`config.mk`:
```
export PLATFORM = sky130hd
export DESIGN_NAME = column_hit_receiver
export DESIGN_NICKNAME = d
export VERILOG_FILES = /design/src/rtl/column_hit_pkg.sv /design/src/rtl/hit_word_fifo.sv /design/src/rtl/column_hit_receiver.sv
export SDC_FILE = /design/constraint.sdc
export NUM_CORES = 1
export LEC_CHECK = 0
export CAP_MARGIN = 20
export CORE_ASPECT_RATIO = 0.9
export CORE_MARGIN = 4
export CORE_UTILIZATION = 30
export DETAILED_ROUTE_END_ITERATION = 10
export PLACE_DENSITY_LB_ADDON = 0.08
export SETUP_SLACK_MARGIN = 0.2
export SLEW_MARGIN = 20
export SYNTH_ARGS = -nofsm -noshare
export SYNTH_HDL_FRONTEND = slang
export SYNTH_HIERARCHICAL = 1
export SYNTH_SLANG_ARGS = --single-unit
export TNS_END_PERCENT = 30
```
`constraint.sdc`:
```
create_clock -name clk_40MHz -period 7.19 [get_ports clk_40MHz]
set_clock_uncertainty 0.1 [all_clocks]
set_input_delay 1.438 -clock clk_40MHz [delete_from_list [all_inputs] [get_ports clk_40MHz]]
set_output_delay 1.438 -clock clk_40MHz [all_outputs]
set_load 0.01 [all_outputs]
```
`src/rtl/column_hit_pkg.sv`:
```
// Shared constants, FSM encoding and decoded-hit layout for the column hit receiver.
package column_hit_pkg;

  localparam int TOA_MSB  = 25;
  localparam int TOA_LSB  = 17;
  localparam int FTOA_MSB = 16;
  localparam int FTOA_LSB = 12;
  localparam int TOT_MSB  = 11;
  localparam int TOT_LSB  = 4;
  localparam int PIX_MSB  = 3;
  localparam int PIX_LSB  = 0;

  localparam int ARB_W  = 26;
  localparam int TOA_W  = 9;
  localparam int FTOA_W = 5;
  localparam int TOT_W  = 8;
  localparam int PIX_W  = 4;
  localparam int FINE_W = 13;

  typedef enum logic [1:0] {
    IDLE     = 2'd0,
    ACK      = 2'd1,
    WAIT_LOW = 2'd2
  } rx_state_t;

  typedef struct packed {
    logic [TOA_W-1:0]  toa;
    logic [FTOA_W-1:0] ftoa;
    logic [TOT_W-1:0]  tot;
    logic [PIX_W-1:0]  pix;
    logic [FINE_W-1:0] fine_time;
    logic              ftoa_err;
  } hit_entry_t;

  localparam int ENTRY_W = $bits(hit_entry_t);

endpackage

```
`src/rtl/hit_word_fifo.sv`:
```
// Synchronous first-word-fall-through FIFO with occupancy output.
module hit_word_fifo #(
  parameter int DEPTH = 8,
  parameter int WIDTH = 40
) (
  input  logic                     clk,
  input  logic                     rst,
  input  logic                     push,
  input  logic [WIDTH-1:0]         din,
  input  logic                     pop,
  output logic [WIDTH-1:0]         dout,
  output logic                     valid,
  output logic                     full,
  output logic [$clog2(DEPTH):0]   level
);

  localparam int AW = $clog2(DEPTH);
  localparam logic [AW:0] DEPTH_L = (AW+1)'(DEPTH);

  logic [WIDTH-1:0] mem [DEPTH];
  logic [AW-1:0]    wr_ptr;
  logic [AW-1:0]    rd_ptr;
  logic             do_push;
  logic             do_pop;

  assign full    = (level == DEPTH_L);
  assign valid   = (level != '0);
  assign do_push = push && !full;
  assign do_pop  = pop && valid;
  // Head is forced to zero while empty so downstream never sees stale data.
  assign dout    = valid ? mem[rd_ptr] : '0;

  always_ff @(posedge clk) begin
    if (do_push) mem[wr_ptr] <= din;
  end

  always_ff @(posedge clk) begin
    if (rst) begin
      wr_ptr <= '0;
      rd_ptr <= '0;
      level  <= '0;
    end else begin
      if (do_push) wr_ptr <= wr_ptr + 1'b1;
      if (do_pop)  rd_ptr <= rd_ptr + 1'b1;
      case ({do_push, do_pop})
        2'b10:   level <= level + 1'b1;
        2'b01:   level <= level - 1'b1;
        default: level <= level;
      endcase
    end
  end

endmodule

```
`src/rtl/column_hit_receiver.sv`:
```
// Periphery end of the super-pixel arbiter chain: four-phase handshake, Gray
// TOA decode, fine-time computation and FWFT buffering toward column readout.
module column_hit_receiver
  import column_hit_pkg::*;
#(
  parameter int FIFO_DEPTH = 8,
  parameter int FTOA_MAX   = 16
) (
  input  logic                          clk_40MHz,
  input  logic                          rst,
  input  logic [ARB_W-1:0]              arbiter_data,
  input  logic                          shake_hands_last,
  output logic                          shake_hands_next,
  output logic                          out_valid,
  input  logic                          out_ready,
  output logic [TOA_W-1:0]              out_toa,
  output logic [FTOA_W-1:0]             out_ftoa,
  output logic [TOT_W-1:0]              out_tot,
  output logic [PIX_W-1:0]              out_pix,
  output logic [FINE_W-1:0]             out_fine_time,
  output logic                          out_ftoa_err,
  output logic [15:0]                   hit_count,
  output logic [$clog2(FIFO_DEPTH):0]   fifo_level,
  output rx_state_t                     dbg_state
);

  // Handshake: shake_hands_last high means arbiter_data is stable; a hit is
  // captured once per rising request (only when the FIFO has room), the
  // registered ack then stays high until the request is seen low.
  // Downstream: an entry moves when out_valid && out_ready on a rising edge.

  rx_state_t         state, state_next;
  logic              capture;
  logic              fifo_full;
  logic [TOA_W-1:0]  toa_gray;
  logic [TOA_W-1:0]  toa_bin;
  logic [FTOA_W-1:0] ftoa;
  hit_entry_t        wr_entry;
  hit_entry_t        rd_entry;
  logic [ENTRY_W-1:0] rd_word;

  assign toa_gray = arbiter_data[TOA_MSB:TOA_LSB];
  assign ftoa     = arbiter_data[FTOA_MSB:FTOA_LSB];

  // Each binary bit is the XOR of all Gray bits at or above it.
  always_comb begin
    toa_bin = '0;
    for (int i = 0; i < TOA_W; i++) begin
      toa_bin[i] = ^(toa_gray >> i);
    end
  end

  always_comb begin
    wr_entry           = '0;
    wr_entry.toa       = toa_bin;
    wr_entry.ftoa      = ftoa;
    wr_entry.tot       = arbiter_data[TOT_MSB:TOT_LSB];
    wr_entry.pix       = arbiter_data[PIX_MSB:PIX_LSB];
    wr_entry.fine_time = {toa_bin, 4'b0000} - FINE_W'(ftoa);
    wr_entry.ftoa_err  = (int'(ftoa) > FTOA_MAX);
  end

  always_comb begin
    state_next = state;
    capture    = 1'b0;
    case (state)
      IDLE: begin
        if (shake_hands_last && !fifo_full) begin
          capture    = 1'b1;
          state_next = ACK;
        end
      end
      ACK:      state_next = WAIT_LOW;
      WAIT_LOW: if (!shake_hands_last) state_next = IDLE;
      default:  state_next = IDLE;
    endcase
  end

  always_ff @(posedge clk_40MHz) begin
    if (rst) begin
      state            <= IDLE;
      shake_hands_next <= 1'b0;
      hit_count        <= '0;
    end else begin
      state            <= state_next;
      shake_hands_next <= (state_next != IDLE);
      if (capture && hit_count != 16'hFFFF) hit_count <= hit_count + 16'd1;
    end
  end

  assign dbg_state = state;

  hit_word_fifo #(
    .DEPTH (FIFO_DEPTH),
    .WIDTH (ENTRY_W)
  ) u_fifo (
    .clk   (clk_40MHz),
    .rst   (rst),
    .push  (capture),
    .din   (wr_entry),
    .pop   (out_valid && out_ready),
    .dout  (rd_word),
    .valid (out_valid),
    .full  (fifo_full),
    .level (fifo_level)
  );

  assign rd_entry      = rd_word;
  assign out_toa       = rd_entry.toa;
  assign out_ftoa      = rd_entry.ftoa;
  assign out_tot       = rd_entry.tot;
  assign out_pix       = rd_entry.pix;
  assign out_fine_time = rd_entry.fine_time;
  assign out_ftoa_err  = rd_entry.ftoa_err;

endmodule

```
==> metrics.txt, run 1 <==
# TYPE chip_impl_metric gauge
chip_impl_metric{name="via_count",unit=""} 6959
chip_impl_metric{name="power_per_cell_area",unit="nW/um2"} 315.6
chip_impl_metric{name="grt_first_pass_wirelength",unit="um"} 49470
chip_impl_metric{name="sequential_group_share_of_total_power",unit="%"} 45.0
chip_impl_metric{name="placement.io_buffers",unit=""} 93
chip_impl_metric{name="post-route-period-util",unit="%"} 82.44
chip_impl_info{name="tritoncts",value="yes"} 1
chip_impl_info{name="critPathKind",value="in -> reg"} 1
chip_impl_metric{name="finalNonFillerCells",unit=""} 1495
chip_impl_metric{name="route.detailed.drc",unit=""} 0
chip_impl_metric{name="grt_antenna_before_repair",unit=""} 0
chip_impl_metric{name="worstPathArrival",unit="ns"} 6.11
chip_impl_info{name="outcome",value="finished clean"} 1
chip_impl_metric{name="postRouteAntennaNets",unit=""} 0
chip_impl_info{name="cts_root_buf",value="clkbuf_16"} 1
chip_impl_metric{name="power_switching_share",unit="%"} 24.83
chip_impl_metric{name="wl",unit="um"} 32870
chip_impl_metric{name="switching_power",unit="mW"} 1.340
chip_impl_metric{name="ctsHtreeMaxLevel",unit=""} 2
chip_impl_info{name="timing.hold.worst.class",value="reg -> reg"} 1
chip_impl_info{name="crit_path_end_kind",value="register"} 1
chip_impl_metric{name="grt-ovfl-total",unit=""} 0
chip_impl_info{name="synth_top_area_cell",value="edfxtp_1"} 1
chip_impl_metric{name="cap_violations",unit=""} 0
chip_impl_metric{name="grt_util_all_layers",unit="%"} 13.11
chip_impl_metric{name="post_drt_via_cell_ratio",unit=""} 4.655
chip_impl_metric{name="avgSynthCellArea",unit="um2"} 19.27
chip_impl_metric{name="timing.critical_path.fanout_max",unit=""} 11
chip_impl_metric{name="grt_pass1_vias",unit=""} 7768
chip_impl_info{name="primary_flip_flop_cell_chosen_by_synthesis_mapping",value="edfxtp_1"} 1
chip_impl_metric{name="place_hpwl",unit="um"} 19400
chip_impl_metric{name="post_cts.repair.setup_buffers",unit=""} 0
chip_impl_metric{name="floorplan.rows",unit=""} 75
chip_impl_info{name="worst_setup_start_kind",value="input port"} 1
chip_impl_info{name="rsz_0062_raised_after_global_routing",value="no"} 1
chip_impl_metric{name="time_the_final_worst_path_needs_with_i_o_delays_and_setup",unit="ns"} 5.928
chip_impl_metric{name="post_dp_cell_area",unit="um2"} 15810
chip_impl_metric{name="die_w",unit="um"} 236.7
chip_impl_metric{name="slew_viol_final",unit=""} 0
chip_impl_metric{name="cts_repair_resize_count",unit=""} 0
chip_impl_metric{name="leak_pwr",unit="nW"} 5.243
chip_impl_metric{name="dieHeight",unit="um"} 213.8
chip_impl_metric{name="post_cts_hold_fix_bufs",unit=""} 0
chip_impl_metric{name="worst_slew_margin_rel",unit="%"} 37.60
chip_impl_metric{name="hold-path-cell-count",unit=""} 2
chip_impl_metric{name="grt_start_max_net_pins",unit=""} 53
chip_impl_metric{name="worst_slew_pin_slew",unit="ns"} 0.9338
chip_impl_metric{name="synth_largest_type_area_fraction",unit="%"} 68.04
chip_impl_info{name="synth.most_common_cell",value="edfxtp_1"} 1
chip_impl_metric{name="synth-edff-count",unit=""} 320
chip_impl_metric{name="ys_async_sr_fraction",unit="%"} 0
chip_impl_metric{name="initial_utilization",unit="%"} 30.34
chip_impl_metric{name="ys_seq_elements",unit=""} 352
chip_impl_metric{name="synth_sequential_area_ratio",unit="%"} 72.57
chip_impl_metric{name="cts.sinks",unit=""} 352
chip_impl_metric{name="syn-num-nets",unit=""} 771
chip_impl_metric{name="finished_layout_cell_area",unit="um2"} 17090
chip_impl_metric{name="cts.path.max_buffers",unit=""} 3
chip_impl_metric{name="max_freq",unit="MHz"} 168.7
chip_impl_metric{name="yosysUniqueCellTypes",unit=""} 55
chip_impl_metric{name="post_synth_inst_count",unit=""} 733
chip_impl_metric{name="coreArea",unit="um2"} 46540
chip_impl_metric{name="finalSetupTns",unit="ns"} 0
chip_impl_metric{name="share_clk_of_total_power",unit="%"} 36.6
chip_impl_metric{name="routed_wire_length_per_instance",unit="um"} 21.99
chip_impl_metric{name="syn_to_final_growth",unit="%"} 21.03
chip_impl_metric{name="place.gp.congestion",unit=""} 0.6950
chip_impl_metric{name="placed_cells",unit=""} 1426
chip_impl_metric{name="finalHoldViolations",unit=""} 0
chip_impl_metric{name="finalPower",unit="mW"} 5.395
chip_impl_metric{name="antennaDiodeCount",unit=""} 0
chip_impl_metric{name="area_of_the_mapped_netlist",unit="um2"} 14120
chip_impl_metric{name="part_of_the_total_power_dissipated_in_combinational_logic",unit="%"} 18.5
chip_impl_metric{name="ff2ff_path_depth",unit=""} 7
chip_impl_metric{name="clkTransAtPathRegs",unit="ns"} 0.06
chip_impl_metric{name="worstSkewPairLatency",unit="ns"} 0.54
chip_impl_info{name="synth_area_leaders",value="edfxtp_1 (68%), mux4_2 (13%), dfxtp_1 (4.5%)"} 1
chip_impl_metric{name="internal-power",unit="mW"} 4.055
chip_impl_info{name="synth_cell_count_leaders",value="edfxtp_1 (320), mux4_2 (80), nor2_1 (78)"} 1
chip_impl_metric{name="setup_viol",unit=""} 0
chip_impl_metric{name="synth-warning-count",unit=""} 6
chip_impl_metric{name="drt_pre_antenna_iters",unit=""} 4
chip_impl_metric{name="number_of_buffers_inserted_during_clock_tree_synthesis",unit=""} 40
chip_impl_metric{name="post_route_cells_drive_above_1_share",unit="%"} 20.36
chip_impl_metric{name="die-area",unit="um2"} 50620
chip_impl_metric{name="timing.critical_path.required",unit="ns"} 7.37
chip_impl_metric{name="io_pins",unit=""} 94
chip_impl_metric{name="nets",unit=""} 890
chip_impl_metric{name="max-vdd-ir-drop",unit="mV"} 0.2103
chip_impl_metric{name="drt_first_iter_violations",unit=""} 313
## layer usage
layer	wire length [um]	share of wire, %	GRT usage, %
met1	14290	43	16.92
met2	16640	51	22.76
met3	1245	3.8	2.418
met4	694	2.1	4.086
met5	0	0	0
## worst max-delay path: stages
cell	delay, ns
clkdlybuf4s50_1	0.75
xor3_2	0.56
xnor3_2	0.54
xnor2_4	0.19
xnor2_2	0.44
xor2_1	0.60
ha_1	0.43
a311o_1	0.32
nor4_1	0.39
xor2_1	0.45
## final timing paths
| kind | startpoint | end | slack [ns] |
|---|---|---|---|
| min | u_fifo/wr_ptr[0]$_SDFFE_PP0P_ | u_fifo/wr_ptr[0]$_SDFFE_PP0P_ | 0.42 |
| max | arbiter_data[25] | u_fifo/mem[2][13]$_DFFE_PP_ | 1.26 |
| min reg2reg | u_fifo/wr_ptr[0]$_SDFFE_PP0P_ | u_fifo/wr_ptr[0]$_SDFFE_PP0P_ | 0.42 |
| max reg2reg | u_fifo/level[1]$_SDFFE_PP0P_ | u_fifo/mem[3][9]$_DFFE_PP_ | 3.43 |
## cell type report
type	instances	area, um2
Clock buffer	45	1041
Sequential cell	352	10260
Clock inverter	24	239.0
Timing Repair Buffer	111	1081
Multi-Input combinational cell	335	3657
Fill cell	4380	29450
Tap cell	616	770.7
Inverter	12	46.29
## sequential cells by signal (all words and copies together), names as in the netlist, named ones only
| signal | cells |
|---|---|
| u_fifo/level | 4 |
| u_fifo/wr_ptr | 3 |
| dbg_state | 2 |
| shake_hands_next | 1 |
| hit_count | 16 |
| u_fifo/rd_ptr | 3 |
| u_fifo/mem | 320 |
## metrics by stage
step	utilization [%]	hold slack (ns)	worst slack, ns
2_1_floorplan	-	0.3786	1.418
3_3_place_gp	33.93	0.3967	1.006
3_5_place_dp	33.98	0.4074	0.6653
4_1_cts	36.73	0.4147	1.258
5_1_grt	36.73	0.4324	0.8871
6_report	36.73	0.4181	1.262
## cell usage in the layout, fill, tap and decap left out, drive strengths merged, types with 4 or more instances in the layout
| cell type | synthesis | layout |
|---|---|---|
| xor2 | 8 | 8 |
| mux4 | 80 | 80 |
| o21ai | 4 | 4 |
| nand2 | 14 | 14 |
| dfxtp | 32 | 32 |
| nand3 | 9 | 9 |
| a31oi | 4 | 4 |
| buf | 28 | 19 |
| clkbuf | 6 | 45 |
| nor2 | 78 | 78 |
| a211oi | 5 | 5 |
| edfxtp | 320 | 320 |
| a21oi | 9 | 9 |
| mux2i | 46 | 46 |
| nor3 | 6 | 6 |
| xnor2 | 21 | 21 |
| ha | 8 | 8 |
| nor4 | 8 | 8 |
| inv | 11 | 11 |
| clkdlybuf4s50 | 0 | 92 |
| bufinv | 0 | 5 |
| clkinv | 1 | 18 |
## cells by family (layout without fill, tap and decap cells)
| group | after synthesis | after routing | share of synthesized area [%] |
|---|---|---|---|
| compound gates | 27 | 27 | 1.258 |
| xor+xnor | 31 | 31 | 2.383 |
| fa+ha+maj | 8 | 8 | 0.7087 |
| buf+inv | 46 | 192 | 1.922 |
| flops | 352 | 352 | 72.57 |
| mux | 128 | 128 | 16.18 |
| simple gates | 141 | 141 | 4.979 |
## power groups by stage
| stage | Clock, mW | Sequential (mW) | Combinational, mW |
|---|---|---|---|
| final | 1.97 | 2.43 | 0.997 |
| after global routing | 2.13 | 2.44 | 1.10 |
| after CTS | 2.05 | 2.43 | 1.04 |
| after detailed placement | 0 | 2.47 | 1.03 |
| after global placement | 0 | 2.49 | 0.986 |
| after floorplan | 0 | 2.44 | 0.592 |
No activity file was read; power rests on OpenSTA's default activity.
==> run 2, diff against run 1 <==
- clock period: 7.19 -> 4.8 ns (I/O delays scaled with it)
==> run 2 against run 1 <==
Compared with the run above:
- via count up 3.6%
- clock power up 60%
- worst hold slack better by 0.00065 ns
- total power up 55%
- global-route usage up 0.29 points
- final cell count up 1.2%
- combinational power up 56%
- clock-buffer cell count up 6
- register-to-register slack worse by 2.0 ns
- sequential share of layout area down 1.1 points
- die area unchanged
- sequential cell count unchanged
- largest cell class unchanged
==> metrics.txt, run 2 (synthesis gave the netlist of run 1 again) <==
# TYPE chip_impl_metric gauge
chip_impl_info{name="outcome",value="finished clean"} 1
chip_impl_metric{name="max_freq",unit="MHz"} 234.9
chip_impl_metric{name="worst_slew_margin_rel",unit="%"} 38.69
chip_impl_metric{name="die_w",unit="um"} 236.7
chip_impl_metric{name="filler_cell_count",unit=""} 4351
chip_impl_info{name="r2r_start",value="u_fifo/level[1]$_SDFFE_PP0P_"} 1
chip_impl_info{name="min_to",value="u_fifo/wr_ptr[0]$_SDFFE_PP0P_"} 1
chip_impl_metric{name="post-route-period-util",unit="%"} 88.67
chip_impl_metric{name="routed_wire_length_per_instance",unit="um"} 22.39
chip_impl_metric{name="switching_power",unit="mW"} 2.101
chip_impl_metric{name="power_switching_share",unit="%"} 25.19
chip_impl_metric{name="gr-usage-met2",unit="%"} 22.51
chip_impl_info{name="rsz_0062_raised_after_global_routing",value="no"} 1
chip_impl_metric{name="grt_start_max_net_pins",unit=""} 41
chip_impl_metric{name="die-area",unit="um2"} 50620
chip_impl_metric{name="sequential_group_share_of_total_power",unit="%"} 43.5
chip_impl_info{name="leading_cell_type_in_the_layout_fill_and_taps_excluded",value="edfxtp_1"} 1
chip_impl_metric{name="time_the_final_worst_path_needs_with_i_o_delays_and_setup",unit="ns"} 4.256
chip_impl_metric{name="via_count",unit=""} 7213
chip_impl_metric{name="place.gp.congestion",unit=""} 0.7016
chip_impl_info{name="critical_path.cell_chain",value="clkdlybuf4s50_1, xor3_2, xnor3_2, xnor2_4, xnor2_2, xor2_1, ha_1, a311o_1, nor4_1, xor2_1"} 1
chip_impl_metric{name="seqCellArea",unit="um2"} 10260
chip_impl_info{name="critPathKind",value="in -> reg"} 1
chip_impl_info{name="r2r-end",value="u_fifo/level[3]$_SDFFE_PP0P_"} 1
chip_impl_metric{name="part_of_the_total_power_dissipated_in_combinational_logic",unit="%"} 18.7
chip_impl_metric{name="post_route_cells_drive_above_1_share",unit="%"} 22.41
chip_impl_metric{name="placed_cells",unit=""} 1439
chip_impl_metric{name="leak_pwr",unit="nW"} 5.375
chip_impl_info{name="timing.hold.worst.class",value="reg -> reg"} 1
chip_impl_metric{name="largest_register_ff_count",unit=""} 320
chip_impl_metric{name="timing.critical_path.required",unit="ns"} 5.00
chip_impl_metric{name="wl",unit="um"} 33880
chip_impl_metric{name="syn_to_final_growth",unit="%"} 23.22
chip_impl_metric{name="post_cts.repair.setup_buffers",unit=""} 0
chip_impl_metric{name="finalHoldWorstSlack",unit="ns"} 0.4187
chip_impl_metric{name="power_per_cell_area",unit="nW/um2"} 479.2
chip_impl_metric{name="hold-path-cell-count",unit=""} 2
chip_impl_metric{name="worstPathArrival",unit="ns"} 4.46
chip_impl_metric{name="number_of_buffers_inserted_during_clock_tree_synthesis",unit=""} 41
chip_impl_info{name="tritoncts",value="yes"} 1
chip_impl_info{name="reg.largest.list",value="u_fifo/mem (320), hit_count (16), u_fifo/level (4)"} 1
chip_impl_metric{name="drt_first_iter_violations",unit=""} 253
chip_impl_metric{name="grt_first_pass_wirelength",unit="um"} 50470
chip_impl_info{name="timing.critical_path.slowest_stage_cell",value="clkdlybuf4s50_1"} 1
chip_impl_metric{name="worstSetupPathDepth",unit=""} 10
chip_impl_metric{name="cts_repair_resize_count",unit=""} 0
chip_impl_metric{name="cp_slowest_stage_delay",unit="ns"} 0.62
chip_impl_metric{name="post_drt_via_cell_ratio",unit=""} 4.767
chip_impl_metric{name="cts.path.max_buffers",unit=""} 3
chip_impl_metric{name="cts.sinks",unit=""} 352
chip_impl_info{name="cts_root_buf",value="clkbuf_16"} 1
chip_impl_metric{name="timing.critical_path.fanout_max",unit=""} 8
chip_impl_metric{name="post_cts_hold_fix_bufs",unit=""} 0
chip_impl_metric{name="slew_viol_final",unit=""} 0
chip_impl_metric{name="worst_slew_pin_slew",unit="ns"} 0.9127
chip_impl_metric{name="max-vdd-ir-drop",unit="mV"} 0.2680
chip_impl_metric{name="cap_violations",unit=""} 0
chip_impl_metric{name="io_pins",unit=""} 94
chip_impl_metric{name="ff2ff_path_depth",unit=""} 10
chip_impl_metric{name="floorplan.rows",unit=""} 75
chip_impl_metric{name="postRouteAntennaNets",unit=""} 0
chip_impl_metric{name="global_route.usage.met1",unit="%"} 17.72
chip_impl_metric{name="grt_util_all_layers",unit="%"} 13.41
chip_impl_metric{name="antennaDiodeCount",unit=""} 0
chip_impl_metric{name="finalHoldViolations",unit=""} 0
chip_impl_metric{name="setup_slack",unit="ns"} 0.5436
chip_impl_metric{name="clkTransAtPathRegs",unit="ns"} 0.06
chip_impl_metric{name="dieHeight",unit="um"} 213.8
chip_impl_metric{name="route.detailed.drc",unit=""} 0
chip_impl_info{name="largest-register",value="u_fifo/mem"} 1
chip_impl_metric{name="grt_pass1_vias",unit=""} 8028
chip_impl_info{name="worst_setup_start_kind",value="input port"} 1
chip_impl_metric{name="ctsHtreeMaxLevel",unit=""} 2
chip_impl_info{name="grt_most_used_layer",value="met2"} 1
chip_impl_metric{name="use_met3",unit="%"} 2.521
chip_impl_metric{name="worstSkewPairLatency",unit="ns"} 0.55
chip_impl_info{name="hp-start",value="u_fifo/wr_ptr[0]$_SDFFE_PP0P_"} 1
chip_impl_metric{name="nets",unit=""} 904
chip_impl_metric{name="r2r_setup_slack",unit="ns"} 1.45
chip_impl_metric{name="internal-power",unit="mW"} 6.239
chip_impl_metric{name="share_clk_of_total_power",unit="%"} 37.9
chip_impl_metric{name="multi_input_comb_area",unit="um2"} 3664
chip_impl_metric{name="grt_antenna_before_repair",unit=""} 0
chip_impl_metric{name="drt_pre_antenna_iters",unit=""} 4
chip_impl_metric{name="cp.buffers_inverters",unit=""} 1
chip_impl_metric{name="pre_cts_ws",unit="ns"} -0.07605
chip_impl_metric{name="finalNonFillerCells",unit=""} 1513
chip_impl_metric{name="setup_viol",unit=""} 0
chip_impl_info{name="most_used_cells_in_the_layout_excluding_fill_and_tap_cells",value="edfxtp_1 (320), clkdlybuf4s50_1 (92), mux4_2 (80)"} 1
chip_impl_metric{name="grt-ovfl-total",unit=""} 0
chip_impl_info{name="worst_path_dominant_cell_family",value="XOR/XNOR gates"} 1
chip_impl_info{name="critical-path-top-cell-by-count",value="xor2_1"} 1
chip_impl_metric{name="coreArea",unit="um2"} 46540
chip_impl_info{name="crit_path_end_kind",value="register"} 1
chip_impl_metric{name="initial_utilization",unit="%"} 30.34
chip_impl_metric{name="place_hpwl",unit="um"} 18860
chip_impl_metric{name="placement.io_buffers",unit=""} 93
## run 2: layout make-up
class	count	area share, %
clock buffer	51	6.233
clock inverter	23	1.697
inverter	12	0.2660
multi-input combinational	335	21.05
sequential	352	58.95
tap	616	4.429
timing repair buffer	124	7.377
## run 2: how the worst max path moves through the flow
stage | startpoint | to | slack (ns)
5_1_grt | arbiter_data[25] | u_fifo/mem[1][13]$_DFFE_PP_ | 0.31
2_1_floorplan | shake_hands_last | u_fifo/mem[1][0]$_DFFE_PP_ | -0.33
6_report | arbiter_data[25] | u_fifo/mem[3][13]$_DFFE_PP_ | 0.54
3_3_place_gp | arbiter_data[25] | u_fifo/mem[4][13]$_DFFE_PP_ | 0.16
4_1_cts | arbiter_data[25] | u_fifo/mem[1][13]$_DFFE_PP_ | 0.51
3_5_place_dp | arbiter_data[25] | u_fifo/mem[6][13]$_DFFE_PP_ | -0.08
## run 2: power groups by stage
stage / logic, mW / registers (mW) / clock network (mW)
global route: 1.71 / 3.64 / 3.41
detailed placement: 1.60 / 3.69 / 0
CTS: 1.61 / 3.63 / 3.29
finish: 1.56 / 3.63 / 3.16
global placement: 1.58 / 3.68 / 0
floorplan: 0.887 / 3.66 / 0
## run 2: metal layers
metal  routed length, um  part of all wire [%]
met1               15450                    46
met2               16440                    49
met3                1136                   3.4
met4                 853                   2.5
met5                   0                     0
## run 2: worst register-to-register path: cells and delay by family, from the launching register on
| kind | cells | cell delay, ns |
|---|---|---|
| simple gates | 4 | 1.43 |
| flops | 1 | 0.54 |
| fa+ha+maj | 1 | 0.40 |
| mux | 1 | 0.34 |
| buf+inv | 2 | 0.24 |
| compound gates | 2 | 0.19 |
## run 2: per-stage QoR
stage	power, mW	area, um2	utilization (%)	setup TNS [ns]
6_report	8.340	17400	37.39	0
5_1_grt	8.751	17400	37.39	0
4_1_cts	8.526	17400	37.39	0
3_5_place_dp	5.295	16020	34.42	-0.6080
3_3_place_gp	5.266	16030	34.44	0
2_1_floorplan	4.543	14130	-	-13.18
==> RTL change 1, RTL diff (settings of run 2) <==
The parameter `FTOA_MAX` goes from 16 to 8.
--- a/src/rtl/column_hit_receiver.sv
+++ b/src/rtl/column_hit_receiver.sv
@@ -4,7 +4,7 @@
   import column_hit_pkg::*;
 #(
   parameter int FIFO_DEPTH = 8,
-  parameter int FTOA_MAX   = 16
+  parameter int FTOA_MAX   = 8
 ) (
   input  logic                          clk_40MHz,
   input  logic                          rst,
Check against the original RTL: not equivalent (Yosys sat finds a counterexample within 4 cycles, from zero or initial values and one cycle with rst high).
==> RTL change 1 against run 2 <==
- cell area is essentially flat
- synthesized area shrank 0.19%
- worst setup slack lost 0.038 ns
- critical path depth is the same
- total power is essentially flat
- sequential cell count is the same
- largest cell class unchanged
- wire length shrank 0.16%
==> RTL change 1: results (changes against run 2) <==
[layout]
drive_above_1_share_pct=22.4  ; about the same
design_area_sq_mm=0.0174  ; about the same
filler_cell_count=4378  ; +0.62%
fin_nets=911  ; +0.77%

[grt]
grt_pass1_vias=7765  ; -3.3%
use_met2_pct=23.9  ; +1.3 points
met3_usage_pct=2.37  ; -0.15 points
grtUsageMet1_pct=17.2  ; -0.55 points

[worst_setup_path]
cp-startpoint=arbiter_data[23]
critPathMaxStageDelay_ns=0.78  ; +0.16 ns
reg2reg_depth=7  ; -3
r2r-end=u_fifo/mem[7][29]
endpoint=u_fifo/mem[6][13]
slowest_stage=o31ai_1

[route]
wl_per_cell_um=22.2  ; -0.75%
first_pass_iters=5  ; +1
met3_length_um=1190  ; +4.3%
wl_met2_um=17100  ; +4.1%
drt-initial-drc-count=375  ; +48%
vias=7118  ; -1.3%
met1_length_um=14800  ; -4.4%

[power_and_ir_drop]
power.leakage_nw=5.38  ; +0.17%
p_switching_mw=2.10  ; -0.20%

[synthesis]
ys_seq_area_share_pct=72.7  ; +0.14 points
syn_nets=774  ; +0.39%
syn_avg_cell_area_sq_um=19.2  ; -0.59%
ys_types=47  ; -15%

[timing]
relSlewSlack_pct=41.4  ; +2.8 points
max_freq_ghz=0.233  ; -0.88%
hold_slack_ns=0.416  ; -0.00224 ns

[place]
place.gp.congestion=0.721  ; +2.8%
place_area_sq_mm=0.0160  ; about the same
dp_hpwl_um=19300  ; +2.4%
place_inst=1446  ; +0.49%

[run_status]
status=complete, no violations

[RTL change 1: logic make-up (layout without fill, tap and decap cells)]
family                   after synthesis  in the layout  synth area share (%)
AO/OA/AOI/OAI                         22             22                 0.914
multiplexers                         128            128                  16.2
flip-flops                           352            352                  72.7
buffers and inverters                 48            218                  1.96
adder cells (fa/ha/maj)                8              8                 0.710
AND/OR/NAND/NOR                      146            146                  5.16
XOR/XNOR                              32             32                  2.34
[RTL change 1: power by group through the flow]
stage	clock network [mW]	logic, mW	registers [mW]
after CTS	3.30	1.61	3.61
after global placement	0	1.59	3.66
after global routing	3.42	1.70	3.62
final	3.18	1.55	3.61
after floorplan	0	0.866	3.65
after detailed placement	0	1.60	3.67
[RTL change 1: final cells by class]
class                   count  share of cell area [%]
well taps                 616                    4.43
clock buffers              51                    6.35
clock inverters            25                    1.60
multi-input cells         336                    20.9
repair buffers            130                    7.59
inverters                  12                   0.259
flip-flops and latches    352                    58.9
==> RTL change 2, RTL diff (settings of run 2) <==
Without the edit above. Put a register stage on the output `fifo_level`, cleared by the reset. The value now appears one clock later. The other outputs are not delayed to match.
--- a/src/rtl/column_hit_receiver.sv
+++ b/src/rtl/column_hit_receiver.sv
@@ -23,6 +23,8 @@
   output logic [$clog2(FIFO_DEPTH):0]   fifo_level,
   output rx_state_t                     dbg_state
 );
+
+  logic [$clog2(FIFO_DEPTH):0] fifo_level_d;
 
   // Handshake: shake_hands_last high means arbiter_data is stable; a hit is
   // captured once per rising request (only when the FIFO has room), the
@@ -102,7 +104,7 @@
     .dout  (rd_word),
     .valid (out_valid),
     .full  (fifo_full),
-    .level (fifo_level)
+    .level (fifo_level_d)
   );
 
   assign rd_entry      = rd_word;
@@ -113,5 +115,13 @@
   assign out_fine_time = rd_entry.fine_time;
   assign out_ftoa_err  = rd_entry.ftoa_err;
 
+  always_ff @(posedge clk_40MHz) begin
+    if (rst) begin
+      fifo_level <= '0;
+    end else begin
+      fifo_level <= fifo_level_d;
+    end
+  end
+
 endmodule
 
Check against the original RTL: not equivalent (a bounded check fails within 4 cycles, from zero or initial values and one cycle with rst high).
==> RTL change 2 against run 2 <==
- non-clock buffer count grew 4
- critical path type unchanged
- hold slack gained 0.0067 ns
- sequential power grew 1%
- utilization shrank 0.075 points
- highest routed layer unchanged
- wire length shrank 0.80%
- largest cell class unchanged
- via count grew 0.43%
- synthesized area grew 0.68%
- total power shrank 2.1%
- sequential cell count grew 4
- largest power group unchanged
- critical path depth grew 2
- worst setup slack lost 0.11 ns
- cell area grew 0.20%
==> RTL change 2: results (changes against run 2) <==
[place]
portBuffers=93  ; unchanged
place.gp.congestion=0.704  ; +0.40%
place_area_sq_mm=0.0161  ; +0.73%
place_inst=1449  ; +0.69%
dp_hpwl_um=19100  ; +1.5%

[grt]
antenna_found_initial=0  ; unchanged
grt_pass1_wl_um=51300  ; +1.6%
grt_pass1_vias=7944  ; -1.0%
grt_use_total_pct=13.4  ; -0.027 points
grt_max_degree=43  ; +4.9%

[power_and_ir_drop]
p_seq_mw=3.67  ; +1%
irDropWorstVdd_uv=239  ; -11%
power_mw=8.17  ; -2.1%
swShare_pct=25.2  ; -0.028 points
power_density_mw_per_mm2=468  ; -2.3%
power.leakage_nw=5.39  ; +0.19%

[layout]
fin_nets=914  ; +1.1%
biggestRegsByFlops=u_fifo/mem: 320 flops, hit_count: 16 flops
drive_above_1_share_pct=22.2  ; -0.17 points
fin_cells=1520  ; +0.46%
filler_cell_count=4292  ; -1.4%

[synthesis]
synth_xor_area_share_pct=1.99  ; -0.39 points
ys_seq_area_share_pct=72.6  ; about the same
synth_compound_area_share_pct=1.60  ; +0.34 points
syn_nets=781  ; +1.3%
synth_area_leaders=edfxtp_1 68%, mux4_2 13%, dfxtp_1 5.1%
ys_types=56  ; +1.8%
synth.mux.area_fraction_pct=16.1  ; -0.11 points
synth_commonest_cells=320 x edfxtp_1, 80 x mux4_2, 72 x nor2_1
synth_fa_ha_area_share_pct=0.704  ; -0.0048 points

[run_status]
status=complete, no violations

[clock_tree]
postCtsSetupBuffers=0  ; unchanged
numCtsBuffers=41  ; unchanged

[worst_setup_path]
critPathMaxStageDelay_ns=0.57  ; -0.05 ns
slowest_stage=o21ai_0
r2r_slack_ns=1.44

[route]
via_per_inst=4.77  ; about the same
routed_wl_um=33600  ; -0.80%
drt-initial-drc-count=380  ; +50%
first_pass_iters=4  ; unchanged

[timing]
relSlewSlack_pct=42.4  ; +3.7 points

[RTL change 2: what timing repair did]
action	CTS	global route
endpoints found under the setup margin	0	24
resized for setup	0	1
hold endpoints to repair	0	0
[RTL change 2: path summary, 6_finish.rpt]
| kind | from | endpoint | cells after the start |
|---|---|---|---|
| setup / recovery | arbiter_data[23] | u_fifo/mem[1][9] | 12 |
| hold / removal | u_fifo/wr_ptr[0] | u_fifo/wr_ptr[0] | 2 |
| setup reg to reg | u_fifo/level[1] | u_fifo/level[3] | 10 |
| hold reg to reg | u_fifo/wr_ptr[0] | u_fifo/wr_ptr[0] | 2 |
[RTL change 2: per-stage QoR]
stage,setup TNS (ns),hold WS (ns),setup slack [ns]
after floorplan,-16.66,0.356,-0.411
after global placement,-1.15,0.393,-0.0729
after detailed placement,-6.09,0.415,-0.320
after CTS,0,0.423,0.241
after global routing,0,0.454,0.145
final,0,0.425,0.433
[RTL change 2: kinds of logic after synthesis]
logic type,Yosys count
AO/OA/AOI/OAI,32
XOR/XNOR,28
adder cells (fa/ha/maj),8
buffers and inverters,50
flip-flops,356
multiplexers,128
AND/OR/NAND/NOR,141
[RTL change 2: tightest hold or removal path, delay by kind of cell, from the launching register on]
kind	cells	cell delay, ns
AOI/OAI and AO/OA	1	0.05
DFF	1	0.34
and+or+nand+nor	1	0.08
[RTL change 2: area by class of cell]
cell class,count,area share [%]
clock buffers,54,6.61
clock inverters,17,0.775
inverters,12,0.258
multi-input cells,337,21.1
flip-flops and latches,356,59.3
well taps,616,4.42
repair buffers,128,7.56
[RTL change 2: layer usage]
metal / up-vias / wire length (um) / global-route usage [%]
met4: 0 / 632 / 3.29
met5: - / 0 / 0
met2: 145 / 16800 / 22.3
li1: 3231 / - / -
met3: 47 / 1490 / 3.06
met1: 3821 / 14700 / 17.8
